[src/rtl/apb_slave_regfile.sv]
// APB responder with a word-addressed register file and programmable wait states.
// Ports:
//   Hclk, Hreset     - clock (rising edge), async active-high reset
//   Pselx[2:0]       - one-hot peripheral select; bit SLAVE_ID selects this block
//   Penable, Pwrite  - APB enable phase, transfer direction (1 = write)
//   Paddr[31:0]      - byte address; Paddr[11:2] is the word index
//   Pwdata[31:0]     - write data
//   Prdata[31:0]     - registered read data, held between read transfers
//   Pready, Pslverr  - registered completion and error response
module apb_slave_regfile #(
  parameter int unsigned SLAVE_ID    = 0,
  parameter int unsigned DEPTH       = 16,
  parameter int unsigned WAIT_STATES = 0
) (
  input  logic        Hclk,
  input  logic        Hreset,
  input  logic [2:0]  Pselx,
  input  logic        Penable,
  input  logic        Pwrite,
  input  logic [31:0] Paddr,
  input  logic [31:0] Pwdata,
  output logic [31:0] Prdata,
  output logic        Pready,
  output logic        Pslverr
);

  localparam int unsigned IDX_W = $clog2(DEPTH);
  localparam int unsigned CNT_W = 4;

  typedef enum logic [1:0] {
    ST_IDLE,
    ST_WAIT,
    ST_READY
  } state_t;

  state_t             state, state_d;
  logic               wr_q, wr_d;
  logic               err_q, err_d;
  logic [IDX_W-1:0]   idx_q, idx_d;
  logic [CNT_W-1:0]   cnt, cnt_d;
  logic [31:0]        prdata_d;
  logic               pready_d, pslverr_d;
  logic               mem_we_c;
  logic               sel_c;
  logic               err_c;
  logic [IDX_W-1:0]   idx_c;
  logic [31:0]        mem [DEPTH];

  // Address bits outside the word index and the other slaves' selects are don't-care.
  logic unused_c;
  assign unused_c = &{1'b0, Paddr[31:12], Paddr[1:0], Pselx};

  assign sel_c = Pselx[SLAVE_ID];
  assign idx_c = Paddr[IDX_W+1:2];
  // Full 10-bit index compared so aliases above DEPTH are flagged, not wrapped.
  assign err_c = ({1'b0, Paddr[11:2]} >= 11'(DEPTH));

  // State and registered outputs.
  always_ff @(posedge Hclk or posedge Hreset) begin
    if (Hreset) begin
      state   <= ST_IDLE;
      wr_q    <= 1'b0;
      err_q   <= 1'b0;
      idx_q   <= '0;
      cnt     <= '0;
      Prdata  <= '0;
      Pready  <= 1'b0;
      Pslverr <= 1'b0;
    end else begin
      state   <= state_d;
      wr_q    <= wr_d;
      err_q   <= err_d;
      idx_q   <= idx_d;
      cnt     <= cnt_d;
      Prdata  <= prdata_d;
      Pready  <= pready_d;
      Pslverr <= pslverr_d;
    end
  end

  // Register file; commits only on a completing, error-free write.
  always_ff @(posedge Hclk or posedge Hreset) begin
    if (Hreset) begin
      for (int unsigned i = 0; i < DEPTH; i++) begin
        mem[i] <= '0;
      end
    end else if (mem_we_c) begin
      mem[idx_q] <= Pwdata;
    end
  end

  // Next-state and output logic.
  always_comb begin
    state_d   = state;
    wr_d      = wr_q;
    err_d     = err_q;
    idx_d     = idx_q;
    cnt_d     = cnt;
    prdata_d  = Prdata;
    pready_d  = Pready;
    pslverr_d = Pslverr;
    mem_we_c  = 1'b0;

    case (state)
      ST_IDLE: begin
        pready_d  = 1'b0;
        pslverr_d = 1'b0;
        // Setup phase only; a bare Penable here has no transfer context.
        if (sel_c && !Penable) begin
          wr_d  = Pwrite;
          idx_d = idx_c;
          err_d = err_c;
          if (!Pwrite) begin
            prdata_d = err_c ? '0 : mem[idx_c];
          end
          if (WAIT_STATES == 0) begin
            state_d   = ST_READY;
            pready_d  = 1'b1;
            pslverr_d = err_c;
          end else begin
            state_d = ST_WAIT;
            cnt_d   = CNT_W'(WAIT_STATES);
          end
        end
      end

      ST_WAIT: begin
        if (!sel_c) begin
          state_d   = ST_IDLE;
          pready_d  = 1'b0;
          pslverr_d = 1'b0;
        end else if (Penable) begin
          cnt_d = cnt - CNT_W'(1);
          if (cnt == CNT_W'(1)) begin
            state_d   = ST_READY;
            pready_d  = 1'b1;
            pslverr_d = err_q;
          end
        end
      end

      ST_READY: begin
        if (!sel_c) begin
          state_d   = ST_IDLE;
          pready_d  = 1'b0;
          pslverr_d = 1'b0;
        end else if (Penable && Pready) begin
          mem_we_c  = wr_q && !err_q;
          state_d   = ST_IDLE;
          pready_d  = 1'b0;
          pslverr_d = 1'b0;
        end
      end

      default: begin
        state_d = ST_IDLE;
      end
    endcase
  end

endmodule

[config.mk]
export PLATFORM = sky130hd
export DESIGN_NAME = apb_slave_regfile
export DESIGN_NICKNAME = d
export VERILOG_FILES = /design/src/rtl/apb_slave_regfile.sv
export SDC_FILE = /design/constraint.sdc
export NUM_CORES = 1
export LEC_CHECK = 0
export ABC_CLOCK_PERIOD_IN_PS = 35800
export CORE_MARGIN = 3
export CORE_UTILIZATION = 40
export CTS_BUF_LIST = sky130_fd_sc_hd__clkbuf_8
export CTS_CLUSTER_SIZE = 25
export DETAILED_ROUTE_END_ITERATION = 8
export PLACE_DENSITY = 0.56
export REMOVE_ABC_BUFFERS = 1
export SLEW_MARGIN = 20
export SYNTH_ARGS = -nofsm -noshare
export SYNTH_HDL_FRONTEND = slang
export SYNTH_SLANG_ARGS = --single-unit
[constraint.sdc]
create_clock -name Hclk -period 35.8 [get_ports Hclk]
set_input_delay 3.58 -clock Hclk [delete_from_list [all_inputs] [get_ports Hclk]]
set_output_delay 3.58 -clock Hclk [all_outputs]
set_load 0.01 [all_outputs]
# Yosys cells after proc, flatten, opt, wreduce, memory -nomap -nowiden
# Index checks and enable logic that the tools add are counted.
dict set report classes {
  n_addsub 1
  n_eq_ne 7
  n_reduce_logical 13
  bitwise 3
  n_lt_le_gt_ge 4
  mux 29
}
# cell count
set op_table {}
lappend op_table {{$bwmux 512} 1}
lappend op_table {{$bmux 32 s4} 1}
lappend op_table {{$demux 32 s4} 1}
lappend op_table {{$mux 32} 4}
lappend op_table {{$mux 1} 13}
lappend op_table {{$mux 2} 6}
lappend op_table {{$ge 10x5->1 const B} 1}
lappend op_table {{$ge 5x5->1 const B} 2}
lappend op_table {{$not 4->5} 2}
lappend op_table {{$ne 3x3->1 const B} 3}
lappend op_table {{$reduce_and 4->1} 2}
lappend op_table {{$pmux 1 s3} 2}
lappend op_table {{$pmux 2 s3} 1}
lappend op_table {{$reduce_and 3->1} 2}
lappend op_table {{$lt 5x1->1 const B} 1}
lappend op_table {{$eq 4x1->1 const B} 1}
lappend op_table {{$logic_and 1x1->1} 4}
lappend op_table {{$sub 4x1->4 const B} 1}
lappend op_table {{$reduce_bool 3->1} 1}
lappend op_table {{$eq 2x1->1 const B} 1}
lappend op_table {{$eq 2x2->1 const B} 1}
lappend op_table {{$logic_not 1->1} 2}
lappend op_table {{$logic_not 2->1} 1}
lappend op_table {{$ne 2x2->1 const B} 1}
lappend op_table {{other kinds (2)} 2}
dict set report word_totals {
  elab_cells 81
  register_bits 558
  out_inout_bits 34
}

# Longest topological paths before layout
dict set report depth {
  ltp_word 6
  ltp_mapped 7
  ltp_nobuf 4
}

# Least setup slack after synthesis
# No wires, ideal clock.
dict set report synth_path {
  kind {input port to flip-flop}
  startpoint {input Penable}
  endpoint {register mem[480] in the netlist's numbering}
  cell_stages 7
  path_buffers 3
  slack_ns 30.320
  arrival_ns 5.352
  required_time_ns 35.672
  path_cell_list {nand2_1 or4b_1 buf_4 buf_6 nor4b_4 buf_6 mux2_1}
}
dict set report synth_between {
  elab_chain_cells 4
}
# item line
set synth_lines {}
lappend synth_lines {{start, declared} 18} ;# input logic Penable,
lappend synth_lines {{$logic_and 1x1->1} 147} ;# end else if (Penable && Pready) begin
lappend synth_lines {{$mux 1} 147}
lappend synth_lines {{$mux 1} 143} ;# if (!sel_c) begin
lappend synth_lines {{$mux 1} 104} ;# case (state)
lappend synth_lines {{end signal, assigned by index} 88} ;# mem[idx_q] <= Pwdata;
lappend synth_lines {{end, declared} 47} ;# logic [31:0] mem [DEPTH];
# No other way between the ends.
# A chain may end at the register's enable or synchronous reset.

# Final worst setup path
dict set report layout_path {
  startpoint {input Penable}
  endpoint {register mem[296] in the netlist's numbering}
}
# Same word-level chain as after synthesis.

==> results.cfg <==
[setup_path]
worstSetupStartpoint = Penable
endpoint_kind = flop
r2r_setup_slack_ps = 32460
r2r_start = Pready
ff2ff_path_depth = 6
crit_path_cell_trace = clkdlybuf4s50_1, nand2_1, or4b_1, buf_4, nor3_4, buf_4, mux2_2
crit_type = in2reg
worst_ep_required_time_ps = 36350
crit_path_max_incr_delay_ps = 900
reg2reg_to = mem[296]
worstPathMaxFanout = 23
crit_end = mem[296]
slowest_stage = nor3_4
critPathMostFrequentCell = buf_4
crit_arrival_ps = 6990
startpoint_type = primary input

[cts]
cts_setup_buffers = 0
root_buffer = clkbuf_8
numCtsBuffers = 97
clk_latency_ps = 680
htreeDepth = 3
cts_tree = yes
cts.sinks = 553
clockBufferDepth = 3
cts_hold_buf = 0
cts_resized = 0
clk_pin_slew_ps = 60

[placed_design]
routabilityCongestion = 0.6922
port_buffers = 80
hpwlAfterDp_um = 32420

[timing]
finalCriticalPeriod_ps = 6448
hold_viol = 0
min_period_over_period_pct = 18.01
max_freq_mhz = 155.1
tightest_slew_ps = 1147
slew_viol_final = 0
setup-violations-final = 0
fin_tns_setup_ps = 0
relSlewSlack_pct = 23.28
rsz0062_at_grt = false
finClkSkew_ps = 26.06

[run_status]
status = finished clean

[power]
ir_worst_vdd_mv = 0.02648
comb_power_share_pct = 4.4
p_switching_w = 0.0003038
p_leak_nw = 13.85
power_density_nw_per_um2 = 45.26
power_w = 0.001284
p_clk_share_pct = 46.2
pwr-share-seq_pct = 49.3
intPower_w = 0.0009798
netSwitchingFraction_pct = 23.67

[drt]
first_iter_violations = 738
ant_nets = 0
drt-wirelength-per-cell_um = 24.41
drc = 0
drt_wl_total_um = 59580
dr_total_vias = 13440
dr.pass1.iters = 4
viasPerCell = 5.506

[global_route]
grt_start_max_net_pins = 144
grt_util_met2_pct = 30.93
grtUsageMet1_pct = 27.21
antenna_found_initial = 1
grt_first_pass_wirelength_um = 93230
grt_pass1_vias = 14820
grt_use_total_pct = 19.15
gr-total-overflow = 0
use_met3_pct = 2.977
busiest_layer = met2

[run]
drv_cap = 0

[finish]
nFillCells = 5257
diodes = 0
drive_gt1_share_pct = 47.44
final_cell_mix = 553 x dfrtp_1, 454 x mux2_2, 132 x clkbuf_8
final_common_cell = dfrtp_1
syn_to_final_growth_pct = 14.46
final_util_pct = 46.64
fin_nets = 1654

[synthesis]
async_flop_share_pct = 100.0
seq_area_frac_synth_pct = 55.84
netlist_instances = 1497
syn-cell-area_um2 = 24780
ys_seq_elements = 553
synth_edf_count = 0
ys.warnings.count = 0
yosys_most_used_dff = dfrtp_1
ys_types = 29
syn_area_per_cell_um2 = 16.55

[die]
die_x_um = 254.9
rows = 90
ios = 105
core_um2 = 60810
die-height_um = 254.9
floorplan.initialDensity_pct = 40.75
dieArea_um2 = 64970

[hold_path]
hold_class = reg2reg
## critical path, delay by kind of cell
kind | cells | cell delay (ps)
multiplexers | 1 | 400
buffers and inverters | 3 | 1420
AND/OR/NAND/NOR | 3 | 1530
## routing by layer
metal / vias up / share of wire, %
met1: 7353 / 47
li1: 5787 / -
met5: - / 0.022
met4: 2 / 1.7
met3: 80 / 3.6
met2: 219 / 48
## per-stage QoR
stage | cells | hold WS (ps) | setup slack (ps) | cell area, um^2
2_1_floorplan | 1367 | 452.6 | 16760 | 24180
3_3_place_gp | 2263 | 462.5 | 28540 | 26280
3_5_place_dp | 2265 | 472.7 | 28670 | 26300
4_1_cts | 2440 | 486.1 | 29390 | 28330
5_1_grt | 2441 | 502.4 | 29280 | 28360
6_report | 2441 | 478.2 | 29350 | 28360
## how the worst min path moves through the flow
stage	cells after the start	startpoint	end	slack, ps
floorplan	1	mem[106]	mem[106]	450
CTS	1	mem[122]	mem[122]	490
global placement	1	mem[188]	mem[188]	460
finish	1	mem[122]	mem[122]	480
detailed placement	1	mem[120]	mem[120]	470
global route	1	mem[496]	mem[496]	500
## power by group through the flow
stage	clock network, W	registers, W	logic, W
3_3_place_gp	0	0.000644	0.0000575
6_report	0.000594	0.000633	0.0000570
2_1_floorplan	0	0.000643	0.0000253
3_5_place_dp	0	0.000644	0.0000584
4_1_cts	0.000614	0.000633	0.0000586
5_1_grt	0.000642	0.000633	0.0000631
## synthesized netlist by cell type, types with 3 or more instances
cell type  number  area share (%)
nor3_2          3            0.12
dfrtp_1       553              56
mux2i_1        96             3.9
buf_1          21            0.32
mux2_2        454              21
nor2_1          5           0.076
buf_6           4            0.18
buf_4           7            0.21
clkbuf_1       55            0.83
a22o_1         32             1.1
mux4_2        128              12
mux2_1         62             2.8
nor4_4          4            0.34
nand2_1         5           0.076
nor3_4          6            0.39
nand2b_1        6            0.15
buf_2          43            0.87
## sequential cells by signal, indices dropped and copies added, names as in the netlist
name / flops
state: 1
Prdata: 32
Pready: 1
err_q: 1
idx_q: 4
wr_q: 1
Pslverr: 1
mem: 512
## final cells by class
cell class / count / area (um^2) / share of cell area (%)
Timing Repair Buffer: 117 / 1117 / 3.939
Sequential cell: 553 / 13840 / 48.79
Clock inverter: 43 / 209.0 / 0.7367
Multi-Input combinational cell: 813 / 10390 / 36.62
Clock buffer: 132 / 1817 / 6.405
Tap cell: 782 / 978.4 / 3.450
Inverter: 1 / 16.27 / 0.05735
## kinds of logic after synthesis
logic type,count (synthesis),share of synthesized area [%]
buf+inv,131,2.429
mux,740,38.96
compound gates,36,1.252
flops,553,55.84
simple gates,37,1.515
(Power assumes the default switching activity.)
